==> config.mk <==
export PLATFORM = sky130hd
export DESIGN_NAME = alu_pipe
export DESIGN_NICKNAME = d
export VERILOG_FILES = /design/src/rtl/alu_pkg.sv /design/src/rtl/alu_core.sv /design/src/rtl/alu_pipe.sv
export SDC_FILE = /design/constraint.sdc
export NUM_CORES = 1
export LEC_CHECK = 0
export BUFFER_PORTS_ARGS = -buffer_cell sky130_fd_sc_hd__buf_2
export CORE_MARGIN = 1.5
export CORE_UTILIZATION = 45
export CTS_CLUSTER_SIZE = 25
export DETAILED_ROUTE_END_ITERATION = 10
export GPL_ROUTABILITY_DRIVEN = 0
export PLACE_DENSITY_LB_ADDON = 0.12
export SLEW_MARGIN = 10
export SYNTH_ARGS = -nofsm -noshare
export SYNTH_HDL_FRONTEND = slang
export SYNTH_SLANG_ARGS = --single-unit
export TNS_END_PERCENT = 30
==> constraint.sdc <==
create_clock -name clk -period 13.7 [get_ports clk]
set_clock_uncertainty 0.05 [all_clocks]
set_input_delay 2.055 -clock clk [delete_from_list [all_inputs] [get_ports clk]]
set_output_delay 2.055 -clock clk [all_outputs]
set_load 0.02 [all_outputs]
==> src/rtl/alu_pkg.sv <==
// alu_pkg: opcode encoding and shared constants for the pipelined ALU
package alu_pkg;
  localparam int OP_W = 4;
  typedef enum logic [OP_W-1:0] {
    OP_ADD  = 4'd0,
    OP_SUB  = 4'd1,
    OP_MUL  = 4'd2,
    OP_DIV  = 4'd3,
    OP_SHL  = 4'd4,
    OP_SHR  = 4'd5,
    OP_ROL  = 4'd6,
    OP_ROR  = 4'd7,
    OP_AND  = 4'd8,
    OP_OR   = 4'd9,
    OP_XOR  = 4'd10,
    OP_NOR  = 4'd11,
    OP_NAND = 4'd12,
    OP_XNOR = 4'd13,
    OP_GT   = 4'd14,
    OP_EQ   = 4'd15
  } alu_op_e;
endpackage

==> src/rtl/alu_core.sv <==
// alu_core: combinational ALU datapath between the two pipeline stages
// ALU_FLAGS_EN adds the signed-overflow output for ADD/SUB.
import alu_pkg::*;
module alu_core #(
  parameter int WIDTH = 8
) (
  input  logic [WIDTH-1:0] a_i,
  input  logic [WIDTH-1:0] b_i,
  input  logic [OP_W-1:0]  op_i,
  output logic [WIDTH-1:0] result_o,
  output logic             carry_o
`ifdef ALU_FLAGS_EN
  ,
  output logic             ovf_o
`endif
);
  localparam int SH_W = $clog2(WIDTH);
  logic [WIDTH:0]       sum;
  logic [2*WIDTH-1:0]   prod;
  logic [SH_W-1:0]      sh;
  assign sum  = {1'b0, a_i} + {1'b0, b_i};
  assign prod = {{WIDTH{1'b0}}, a_i} * {{WIDTH{1'b0}}, b_i};
  assign sh   = b_i[SH_W-1:0];
  always_comb begin
    result_o = '0;
    carry_o  = 1'b0;
    case (op_i)
      OP_ADD:  {carry_o, result_o} = sum;
      OP_SUB:  begin result_o = a_i - b_i; carry_o = a_i < b_i; end
      OP_MUL:  begin result_o = prod[WIDTH-1:0]; carry_o = |prod[2*WIDTH-1:WIDTH]; end
      OP_DIV:  begin result_o = (b_i == '0) ? '1 : a_i / b_i; carry_o = b_i == '0; end
      OP_SHL:  result_o = a_i << sh;
      OP_SHR:  result_o = a_i >> sh;
      OP_ROL:  result_o = {a_i[WIDTH-2:0], a_i[WIDTH-1]};
      OP_ROR:  result_o = {a_i[0], a_i[WIDTH-1:1]};
      OP_AND:  result_o = a_i & b_i;
      OP_OR:   result_o = a_i | b_i;
      OP_XOR:  result_o = a_i ^ b_i;
      OP_NOR:  result_o = ~(a_i | b_i);
      OP_NAND: result_o = ~(a_i & b_i);
      OP_XNOR: result_o = ~(a_i ^ b_i);
      OP_GT:   result_o = {{(WIDTH-1){1'b0}}, a_i > b_i};
      OP_EQ:   result_o = {{(WIDTH-1){1'b0}}, a_i == b_i};
      default: ;
    endcase
  end
`ifdef ALU_FLAGS_EN
  // overflow when operand signs make the result sign impossible
  assign ovf_o = (op_i == OP_ADD) ? ~(a_i[WIDTH-1] ^ b_i[WIDTH-1]) & (result_o[WIDTH-1] ^ a_i[WIDTH-1])
               : (op_i == OP_SUB) ? (a_i[WIDTH-1] ^ b_i[WIDTH-1]) & (result_o[WIDTH-1] ^ a_i[WIDTH-1])
               : 1'b0;
`endif
endmodule

==> src/rtl/alu_pipe.sv <==
// alu_pipe: two-stage valid/ready pipelined ALU with tag passthrough and completed-op counter
// ALU_FLAGS_EN adds registered out_zero/out_neg/out_ovf outputs.
import alu_pkg::*;
module alu_pipe #(
  parameter int WIDTH = 8,
  parameter int TAG_W = 4,
  parameter int CNT_W = 16
) (
  input  logic             clk,
  input  logic             reset,
  input  logic             in_valid,
  output logic             in_ready,
  input  logic [WIDTH-1:0] in_a,
  input  logic [WIDTH-1:0] in_b,
  input  logic [OP_W-1:0]  in_op,
  input  logic [TAG_W-1:0] in_tag,
  output logic             out_valid,
  input  logic             out_ready,
  output logic [WIDTH-1:0] out_result,
  output logic             out_carry,
  output logic [TAG_W-1:0] out_tag,
  output logic             busy,
  output logic [CNT_W-1:0] op_count
`ifdef ALU_FLAGS_EN
  ,
  output logic             out_zero,
  output logic             out_neg,
  output logic             out_ovf
`endif
);
  logic             s1_valid_q, s1_valid_d, s2_valid_q, s2_valid_d;
  logic [WIDTH-1:0] a_q, a_d, b_q, b_d, res_q, res_d, core_res;
  logic [OP_W-1:0]  op_q, op_d;
  logic [TAG_W-1:0] tag1_q, tag1_d, tag2_q, tag2_d;
  logic             carry_q, carry_d, core_carry;
  logic [CNT_W-1:0] cnt_q, cnt_d;
  logic             s1_adv, acc, ld2;
`ifdef ALU_FLAGS_EN
  logic zero_q, zero_d, neg_q, neg_d, ovf_q, ovf_d, core_ovf;
`endif
  alu_core #(.WIDTH(WIDTH)) u_core (
    .a_i      (a_q),
    .b_i      (b_q),
    .op_i     (op_q),
    .result_o (core_res),
    .carry_o  (core_carry)
`ifdef ALU_FLAGS_EN
    ,
    .ovf_o    (core_ovf)
`endif
  );
  // stage 1 moves whenever stage 2 is empty or draining this cycle
  assign s1_adv = !s2_valid_q | out_ready;
  assign in_ready = !s1_valid_q | s1_adv;
  assign acc = in_valid & in_ready;
  assign ld2 = s1_adv & s1_valid_q;
  always_comb begin
    s1_valid_d = acc | (s1_valid_q & !s1_adv);
    a_d        = acc ? in_a : a_q;
    b_d        = acc ? in_b : b_q;
    op_d       = acc ? in_op : op_q;
    tag1_d     = acc ? in_tag : tag1_q;
    s2_valid_d = s1_adv ? s1_valid_q : s2_valid_q;
    res_d      = ld2 ? core_res : res_q;
    carry_d    = ld2 ? core_carry : carry_q;
    tag2_d     = ld2 ? tag1_q : tag2_q;
    cnt_d      = (s2_valid_q & out_ready) ? cnt_q + CNT_W'(1) : cnt_q;
`ifdef ALU_FLAGS_EN
    zero_d     = ld2 ? (core_res == '0) : zero_q;
    neg_d      = ld2 ? core_res[WIDTH-1] : neg_q;
    ovf_d      = ld2 ? core_ovf : ovf_q;
`endif
  end
  always_ff @(posedge clk or posedge reset) begin
    if (reset) begin
      s1_valid_q <= 1'b0;
      a_q        <= '0;
      b_q        <= '0;
      op_q       <= '0;
      tag1_q     <= '0;
      s2_valid_q <= 1'b0;
      res_q      <= '0;
      carry_q    <= 1'b0;
      tag2_q     <= '0;
      cnt_q      <= '0;
`ifdef ALU_FLAGS_EN
      zero_q     <= 1'b0;
      neg_q      <= 1'b0;
      ovf_q      <= 1'b0;
`endif
    end else begin
      s1_valid_q <= s1_valid_d;
      a_q        <= a_d;
      b_q        <= b_d;
      op_q       <= op_d;
      tag1_q     <= tag1_d;
      s2_valid_q <= s2_valid_d;
      res_q      <= res_d;
      carry_q    <= carry_d;
      tag2_q     <= tag2_d;
      cnt_q      <= cnt_d;
`ifdef ALU_FLAGS_EN
      zero_q     <= zero_d;
      neg_q      <= neg_d;
      ovf_q      <= ovf_d;
`endif
    end
  end
  assign out_valid  = s2_valid_q;
  assign out_result = res_q;
  assign out_carry  = carry_q;
  assign out_tag    = tag2_q;
  assign busy       = s1_valid_q | s2_valid_q;
  assign op_count   = cnt_q;
`ifdef ALU_FLAGS_EN
  assign out_zero = zero_q;
  assign out_neg  = neg_q;
  assign out_ovf  = ovf_q;
`endif
endmodule

==> qor.csv <==
metric,value,unit
sequential fraction of the synthesis area,17.2,%
I/O pin cnt,60,
Post-route DRC,0,
post-route ant nets,0,
met2 WL post-DR,9.95,mm
area of the multi-input gates,0.00611,mm2
most frequent cell on the critical path,ha_1,
Max transition margin,34.0,%
antenna violations before repair,0,
IO buf count,59,
clk sinks,55,
Final Hold Fails,0,
P_leak,4.01,nW
hold crit path type,flip-flop to flip-flop,
met3 routed WL,1.83,mm
status,finished clean,
Fill cells,1727,
MaxCap Viol Count,0,
crit-path max FO,9,
post-CTS setup buffer count,0,
die area,0.0186,mm2
CTS tree,built,
"EDFF count, synth",0,
via total after detailed routing,7238,
top-area cell type share of the netlist area,17.2,%
crit path DAT,11160,ps
uppermost layer routed,met4,
Final Core Density,49.9,%
hold path depth,2,
biggest area consumer among synthesized cells,dfrtp_1,
Initial Util,46.1,%
CP max stage cell,nor4_4,
Fmax achieved,90.7,MHz
maximum root-to-sink buffer count,2,
worst vdd ir,0.148,mV
Top Family by Delay on Critical Path,compound AO/OA/AOI/OAI gates,
CP Launch Type,flip-flop,
"Req. time, crit path",13830,ps
layout overhead on the synthesized area,8.28,%
diode count,0,
vias in the first global route,6935,
Mapped Area,0.00800,mm2
largest net degree at the start of global routing,56,
"top cells by area, synth","dfrtp_1, ha_1, fa_1",
Crit Path Class,flip-flop to flip-flop,
CP Depth,45,
share of flip-flops with an asynchronous set or reset,100,%
mean post-synth cell area,8.53,um2
clk root buf,clkbuf_16,
fin crit share,80.5,%
leading cell types by count after synthesis,"ha_1, nor2_1, inv_1, nand2_1, dfrtp_1",
TritonRoute pass-1 iters,5,
Setup-failing EPs final,0,
GR Overflow Total,0,
routed wire length,23.7,mm
first-pass GRT wire length,38.0,mm
share of cells above drive strength 1,14.7,%
cells on worst reg2reg path,45,
Die H,136,um
M1 WL,10.9,mm
DRT iter0 DRCs,592,
Syn Inst Count,937,
# nets final,1140,
Sequential Area,0.00138,mm2
overall global routing resource usage,26.4,%
Critical Path Max Stage Delay,550,ps
DPL Wire Length,17.9,mm
via-per-instance ratio,6.04,
PostCTS Resize Cnt,0,
Die X,136,um
Worst-Margin Slew,988,ps
dominant synthesized flop cell,dfrtp_1,
Worst setup EP type,flip-flop,
number of warnings issued by yosys,0,
power density cells,189,mW/mm2
"Reg clk slew, reported paths",80,ps
row count,48,
Core ar.,0.0174,mm2
# H-tree levels,2,
placed cell area,0.00851,mm2
wire length per cell,19.8,um
worst skew pair latency,290,ps
most common cell in the netlist,ha_1,
"FF+latch count, synth",55,
RSZ-0062 raised after global routing,false,
CTS Hold Bufs,0,
Synth cell types,77,
total nets after synthesis,1104,
max-slew violations,0,
"Design Area, Final",0.00866,mm2
CP bufs+invs,0,
TritonCTS Buffers,5,
Fin Setup TNS,0,ps
clock period minus worst slack,11030,ps
final timing paths:
| path | start | to | slack [ps] |
|---|---|---|---|
| hold reg to reg | tag1_q[1]$_DFFE_PP0P_ | out_tag[1]$_DFFE_PP0P_ | 420 |
| setup / recovery | b_q[7]$_DFFE_PP0P_ | out_result[0]$_DFFE_PP0P_ | 2670 |
| max in group asynchronous | reset | out_result[1]$_DFFE_PP0P_ | 11230 |
| hold / removal | tag1_q[1]$_DFFE_PP0P_ | out_tag[1]$_DFFE_PP0P_ | 420 |
| setup reg to reg | b_q[7]$_DFFE_PP0P_ | out_result[0]$_DFFE_PP0P_ | 2670 |
| min in group asynchronous | reset | op_count[1]$_DFFE_PP0P_ | 1890 |
cell type report:
cell class	count	area share, %
multi-input combinational	751	70.6
timing repair buffer	76	4.89
inverter	84	3.64
tap	225	3.25
clock inverter	2	0.202
clock buffer	6	1.49
sequential	55	15.9
layout by cell type, fill, tap and decap left out, drive strengths merged, types with 8 or more instances in the layout:
cell type  netlist  layout
nand3           19      19
mux2            40      40
xor2             9       9
dfrtp           55      55
nand2           72      72
mux4             8       8
nor4            10      10
nor2b            8       8
a21oi           48      48
a211oi          10      10
o21a            18      18
nor2            88      88
nor3b            9       9
nor3            21      21
buf             13      76
mux2i           16      16
o21ai           40      40
ha             101     101
nand2b          13      13
inv             79      79
xnor2           27      27
a31oi            8       8
fa              38      38
o22ai            8       8
nand3b           8       8
and3            11      11
worst min-delay path: cells and delay by family (launching register included):
kind | cells | cell delay, ps
flip-flops | 1 | 340
AND/OR/NAND/NOR | 2 | 100
logic make-up (layout without fill, tap and decap cells):
group	after synthesis	in the layout	share of synthesized area, %
buffers and inverters	131	168	6.31
and+or+nand+nor	296	296	18.6
adders and majority gates	139	139	25.3
muxes	64	64	10.0
xor gates and xnor gates	36	36	3.94
AOI/OAI and AO/OA	216	216	18.6
DFF	55	55	17.2
registers in the layout, summed over array words and instances, names as in the netlist:
signal,flops
op_q,4
b_q,8
out_result,8
out_carry,1
out_valid,1
tag1_q,4
op_count,16
a_q,8
out_tag,4
s1_valid_q,1
layer usage:
layer / vias up / global-route usage, %
met1: 3401 / 38.4
met3: 53 / 4.33
met4: 0 / 10.1
li1: 3451 / -
met5: - / 0
met2: 333 / 38.9
report_power, final:
group / switching (mW) / total, mW / internal [mW] / leakage (nW)
clock network: 0.0574 / 0.126 / 0.0686 / 0.0710
logic: 0.744 / 1.27 / 0.528 / 3.26
registers: 0.0438 / 0.239 / 0.195 / 0.674
through the flow:
stage               power, mW  worst slack (ps)  hold slack, ps  cells
finish                   1.64              2670             423   1199
global route             1.83              1750             429   1199
CTS                      1.64              2850             423   1199
detailed placement       1.50              2910             410   1191
global placement         1.50              3160             396   1191
floorplan                1.20              3880             383    937
(Power assumes the default switching activity.)
